--- src/rtl/clock_phase_decoder.sv ---
// Receive-side phase decoder for one divider channel: synchronizes P/Q/R, checks the
// legal phase sequence, tracks lock and regenerates phase/bit/syllable strobes.
module clock_phase_decoder #(
  parameter int BITS_PER_SYL = 14,
  parameter int LOCK_COUNT   = 4,
  parameter int SYNC_STAGES  = 2,
  parameter int TIMEOUT      = 64
) (
  input  logic       CLK,
  input  logic       RSTN,
  input  logic       PI,
  input  logic       QI,
  input  logic       RI,
  input  logic       ERR_CLR,
  output logic [1:0] PHASE,
  output logic       PHASE_STB,
  output logic [3:0] BIT_TIME,
  output logic       BIT_STB,
  output logic       SYL_STB,
  output logic       LOCKED,
  output logic       SEQ_ERR,
  output logic [7:0] ERR_CNT
);

  typedef enum logic [1:0] {
    ST_HUNT   = 2'd0,
    ST_VERIFY = 2'd1,
    ST_LOCKED = 2'd2
  } state_t;

  function automatic logic [1:0] decode(input logic p, input logic q);
    logic [1:0] ph;
    case ({p, q})
      2'b00:   ph = 2'd0;
      2'b10:   ph = 2'd1;
      2'b11:   ph = 2'd2;
      default: ph = 2'd3;
    endcase
    return ph;
  endfunction

  // Bit 2 = P, bit 1 = Q, bit 0 = R throughout.
  logic [2:0] raw_s;
  logic [2:0] sync_s;
  assign raw_s = {PI, QI, RI};

  genvar gi;
  generate
    for (gi = 0; gi < 3; gi++) begin : g_sync
      logic [SYNC_STAGES-1:0] chain_q;
      always_ff @(posedge CLK or negedge RSTN) begin
        if (!RSTN) begin
          chain_q <= '0;
        end else begin
          chain_q <= {chain_q[SYNC_STAGES-2:0], raw_s[gi]};
        end
      end
      assign sync_s[gi] = chain_q[SYNC_STAGES-1];
    end
  endgenerate

  state_t     state_q, state_d;
  logic [1:0] prime_cnt_q, prime_cnt_d;
  logic       primed_q, primed_d;
  logic       ref_valid_q, ref_valid_d;
  logic [2:0] ref_q, ref_d;
  logic [7:0] stall_cnt_q, stall_cnt_d;
  logic [3:0] step_cnt_q, step_cnt_d;
  logic [3:0] bit_time_q, bit_time_d;
  logic [1:0] phase_q, phase_d;
  logic       phase_stb_q, phase_stb_d;
  logic       bit_stb_q, bit_stb_d;
  logic       syl_stb_q, syl_stb_d;
  logic       seq_err_q, seq_err_d;
  logic [7:0] err_cnt_q, err_cnt_d;

  logic [1:0] cur_ph, ref_ph;
  logic       chg, legal, illegal, stall, wrap_step;

  assign cur_ph    = decode(sync_s[2], sync_s[1]);
  assign ref_ph    = decode(ref_q[2], ref_q[1]);
  assign chg       = ref_valid_q && (sync_s != ref_q);
  assign wrap_step = (ref_ph == 2'd3);
  // R must toggle exactly on the 3->0 step and stay put on every other step.
  assign legal     = chg && (cur_ph == ref_ph + 2'd1) && ((sync_s[0] != ref_q[0]) == wrap_step);
  assign illegal   = chg && !legal;
  assign stall     = ref_valid_q && !chg && (stall_cnt_q == 8'(TIMEOUT - 1));

  // Priming: wait for the synchronizer to fill, then take one sample as the reference.
  always_comb begin
    prime_cnt_d = prime_cnt_q;
    primed_d    = primed_q;
    ref_valid_d = ref_valid_q;
    ref_d       = ref_q;
    stall_cnt_d = stall_cnt_q;
    if (!primed_q) begin
      if (prime_cnt_q == 2'(SYNC_STAGES - 1)) begin
        primed_d = 1'b1;
      end else begin
        prime_cnt_d = prime_cnt_q + 2'd1;
      end
    end else if (!ref_valid_q) begin
      ref_valid_d = 1'b1;
      ref_d       = sync_s;
    end else if (chg) begin
      ref_d       = sync_s;
      stall_cnt_d = '0;
    end else if (stall_cnt_q != 8'(TIMEOUT)) begin
      stall_cnt_d = stall_cnt_q + 8'd1;
    end
  end

  always_comb begin
    state_d     = state_q;
    step_cnt_d  = step_cnt_q;
    bit_time_d  = bit_time_q;
    phase_d     = cur_ph;
    phase_stb_d = 1'b0;
    bit_stb_d   = 1'b0;
    syl_stb_d   = 1'b0;
    seq_err_d   = 1'b0;
    case (state_q)
      ST_HUNT: begin
        if (legal) begin
          step_cnt_d = 4'd1;
          if (LOCK_COUNT == 1) begin
            state_d    = ST_LOCKED;
            bit_time_d = '0;
          end else begin
            state_d = ST_VERIFY;
          end
        end
      end
      ST_VERIFY: begin
        if (illegal || stall) begin
          seq_err_d = 1'b1;
          state_d   = ST_HUNT;
        end else if (legal) begin
          step_cnt_d = step_cnt_q + 4'd1;
          if (step_cnt_q + 4'd1 == 4'(LOCK_COUNT)) begin
            state_d    = ST_LOCKED;
            bit_time_d = '0;
          end
        end
      end
      ST_LOCKED: begin
        if (illegal || stall) begin
          seq_err_d  = 1'b1;
          state_d    = ST_HUNT;
          bit_time_d = '0;
        end else if (legal) begin
          phase_stb_d = 1'b1;
          if (wrap_step) begin
            bit_stb_d = 1'b1;
            if (bit_time_q == 4'(BITS_PER_SYL - 1)) begin
              bit_time_d = '0;
              syl_stb_d  = 1'b1;
            end else begin
              bit_time_d = bit_time_q + 4'd1;
            end
          end
        end
      end
      default: state_d = ST_HUNT;
    endcase
  end

  // A clear coinciding with a new error leaves that error counted.
  always_comb begin
    err_cnt_d = err_cnt_q;
    if (ERR_CLR) begin
      err_cnt_d = {7'd0, seq_err_d};
    end else if (seq_err_d && (err_cnt_q != 8'hFF)) begin
      err_cnt_d = err_cnt_q + 8'd1;
    end
  end

  always_ff @(posedge CLK or negedge RSTN) begin
    if (!RSTN) begin
      state_q     <= ST_HUNT;
      prime_cnt_q <= '0;
      primed_q    <= 1'b0;
      ref_valid_q <= 1'b0;
      ref_q       <= '0;
      stall_cnt_q <= '0;
      step_cnt_q  <= '0;
      bit_time_q  <= '0;
      phase_q     <= '0;
      phase_stb_q <= 1'b0;
      bit_stb_q   <= 1'b0;
      syl_stb_q   <= 1'b0;
      seq_err_q   <= 1'b0;
      err_cnt_q   <= '0;
    end else begin
      state_q     <= state_d;
      prime_cnt_q <= prime_cnt_d;
      primed_q    <= primed_d;
      ref_valid_q <= ref_valid_d;
      ref_q       <= ref_d;
      stall_cnt_q <= stall_cnt_d;
      step_cnt_q  <= step_cnt_d;
      bit_time_q  <= bit_time_d;
      phase_q     <= phase_d;
      phase_stb_q <= phase_stb_d;
      bit_stb_q   <= bit_stb_d;
      syl_stb_q   <= syl_stb_d;
      seq_err_q   <= seq_err_d;
      err_cnt_q   <= err_cnt_d;
    end
  end

  assign PHASE     = phase_q;
  assign PHASE_STB = phase_stb_q;
  assign BIT_TIME  = bit_time_q;
  assign BIT_STB   = bit_stb_q;
  assign SYL_STB   = syl_stb_q;
  assign LOCKED    = (state_q == ST_LOCKED);
  assign SEQ_ERR   = seq_err_q;
  assign ERR_CNT   = err_cnt_q;

endmodule

--- config.mk ---
export PLATFORM = sky130hd
export DESIGN_NAME = clock_phase_decoder
export DESIGN_NICKNAME = d
export VERILOG_FILES = /design/src/rtl/clock_phase_decoder.sv
export SDC_FILE = /design/constraint.sdc
export NUM_CORES = 1
export LEC_CHECK = 0
export ABC_AREA = 1
export CAP_MARGIN = 10
export CORE_UTILIZATION = 34
export CTS_CLUSTER_SIZE = 10
export DETAILED_ROUTE_END_ITERATION = 8
export PLACE_DENSITY = 0.49
export REMOVE_ABC_BUFFERS = 1
export SYNTH_ARGS = -nofsm -noshare
export SYNTH_HDL_FRONTEND = slang
export SYNTH_SLANG_ARGS = --single-unit
export TNS_END_PERCENT = 30
--- constraint.sdc ---
create_clock -name CLK -period 2.1 [get_ports CLK]
set_input_delay 0.21 -clock CLK [delete_from_list [all_inputs] [get_ports CLK]]
set_output_delay 0.21 -clock CLK [all_outputs]
set_load 0.05 [all_outputs]
==> reports/metrics.cfg <==
[yosys]
ys_types=32
synth_top_area_cell=dfrtp_1
avgSynthCellArea_sq_um=8.25
yosys.cell_count.top_type=nand2_1
synth_edf_count=0
ys_ff_latch=45
syn_area_sq_um=2530
synth_top_area_frac=0.444
ys.flop_type=dfrtp_1
syn_inst=307
yosysWarnings=0
synthArstFlopShare=1.00
yosysSeqAreaShare=0.444
synth.top_cells.by_area=dfrtp_1 (44%), nand2_1 (11%), ha_1 (7.9%)
yosys-top-cells-count=nand2_1 (75), dfrtp_1 (45), inv_1 (35)

[place]
dp.final_hpwl_um=3560
placed_cell_area_sq_um=2920
io_buffers=24
gp_congestion=0.763

[pwr]
peakVddDrop_mv=0.408
power.total_mw=2.69
power_density_nw_per_um2=878
p_leak_nw=1.46

[clocking]
cts_root_buf=clkbuf_8
clk_pin_slew_worst_paths_ps=90
htreeDepth=2
clk_latency_ps=300
cts.sinks=45
cts_max_path_buffers=2
cts_buffers=5
tritoncts=built

[timing]
period_needed_ps=1880
relSlewSlack=0.633
worst_hold_slack_ps=337
tns_ps=0
finalCritPeriodShare=0.894
setup_viol=0
fmax_ghz=0.533
rsz0062_at_grt=no
drv_slew=0
skew_ps=12.2
tightest_slew_ps=550
finalHoldViolCount=0

[grt]
grt_overflow=0
first_global_vias=1864
antenna_found_initial=0
grt_pass1_wl_um=8270
grt_usage=0.137
grt_max_degree=24

[floorplanning]
pin_count=25
coreArea_sq_um=7210
die_w_um=88.3
start_util=0.351
dieHeight_um=88.3
dieArea_sq_um=7800
rows=31

[layout]
fin_nets=363
fin_area_sq_um=3060
insertedDiodeCount=0
layout-drive-gt1-share=0.120
fin_util=0.424
area_growth_pct=20.7

[hold_path]
hold_class=input pin to flip-flop

[drt]
num_vias=2029
remaining_drc_errors=0
vias_per_cell=4.60
drt_wl_total_um=4750
drt_pass1_iterations=6
first_iter_violations=91
routedWlPerCell_um=10.8
ant_nets=0

[worst_setup_path]
start_kind=flip-flop
path_class=flip-flop to flip-flop
cp.required_ps=2280
endpoint_kind=flip-flop
worstPathArrival_ps=2060
rrSetupSlack_ps=220
cp_max_fo=5

[flow_run]
maxCapViolCount=0

[outcome]
outcome=finished clean

[power by group]
group / switching (mW) / internal [mW]
combinational: 0.628 / 0.322
clock: 0.295 / 0.388
sequential: 0.0915 / 0.962
total: 1.01 / 1.67
[cell usage in the layout, fill, tap and decap left out, types with 2 or more instances in the layout]
master / n
xnor2_1: 2
nand3_4: 2
o21ai_0: 14
inv_1: 35
xor2_1: 7
nor2_2: 3
o31ai_1: 2
dfrtp_2: 2
clkdlybuf4s50_1: 22
o21ai_1: 6
nand2_2: 6
nor2_1: 30
nand3_2: 2
inv_2: 4
nor3_1: 4
clkbuf_8: 6
a21oi_1: 4
nor3b_1: 2
or2_2: 3
buf_4: 4
dfrtp_1: 43
ha_1: 16
nand4_1: 4
nand2_1: 73
nand2_4: 3
nand3_1: 29
[sequential cells by signal, indices dropped and copies added (netlist names)]
signal / flops
ERR_CNT: 8
stall_cnt_q: 8
g_sync.chain_q: 6
BIT_TIME: 4
step_cnt_q: 4
ref_q: 3
PHASE: 2
prime_cnt_q: 2
state_q: 2
BIT_STB: 1
PHASE_STB: 1
SEQ_ERR: 1
SYL_STB: 1
primed_q: 1
ref_valid_q: 1
[layout make-up]
type	count	area, sq um
Clock inverter	1	30.0
Clock buffer	7	86.3
Tap cell	99	124
Sequential cell	45	1130
Multi-Input combinational cell	221	1260
Inverter	39	146
Fill cell	749	4160
Timing Repair Buffer	29	285
[routing by layer]
metal  wire length [um]  global-route usage  vias up
li1                   -                   -     1058
met1               2440               0.187      930
met2               2090               0.213       36
met3                141              0.0280        5
met4                 73              0.0528        0
met5                  0                   0        -
[critical path: stages, from the launching register on]
cell	delay [ps]
dfrtp_2	450
ha_1	320
inv_1	70
nand2_1	50
nand2_1	70
nand2_1	60
nor2_1	110
nand2_2	100
nor2_2	120
nand2_2	90
nand3_2	120
nand2_2	90
nand2_1	60
nand2_1	50
[stage by stage]
stage          setup slack [ps]  cells
5_1_grt                    9.46    441
3_5_place_dp                114    431
2_1_floorplan               181    305
3_3_place_gp                188    431
6_report                    223    441
4_1_cts                    84.7    440
[cells by family after synthesis]
group           share of synthesized area
compound gates                     0.0682
fa+ha+maj                          0.0790
flops                               0.444
simple gates                        0.316
buf+inv                            0.0617
xor+xnor                           0.0311
[repair_timing]
action | CTS | global route
hold buffers | 1 | 0
setup buffers | 0 | 1
setup endpoints to repair | 0 | 12
hold endpoints to repair | 22 | 0
gates resized for setup | 0 | 5
[path summary, 6_finish.rpt]
| check | cells past startpoint | endpoint | startpoint |
|---|---|---|---|
| worst max-delay path | 13 | BIT_TIME[3] | g_sync[1].chain_q[1] |
| worst min-delay path | 1 | g_sync[2].chain_q[0] | PI |
| worst max register to register | 13 | BIT_TIME[3] | g_sync[1].chain_q[1] |
| worst min register to register | 0 | g_sync[2].chain_q[1] | g_sync[2].chain_q[0] |
| max in group asynchronous | 3 | BIT_TIME[2] | RSTN |
| min in group asynchronous | 2 | g_sync[2].chain_q[0] | RSTN |
Power figures use the tool's default switching activity.
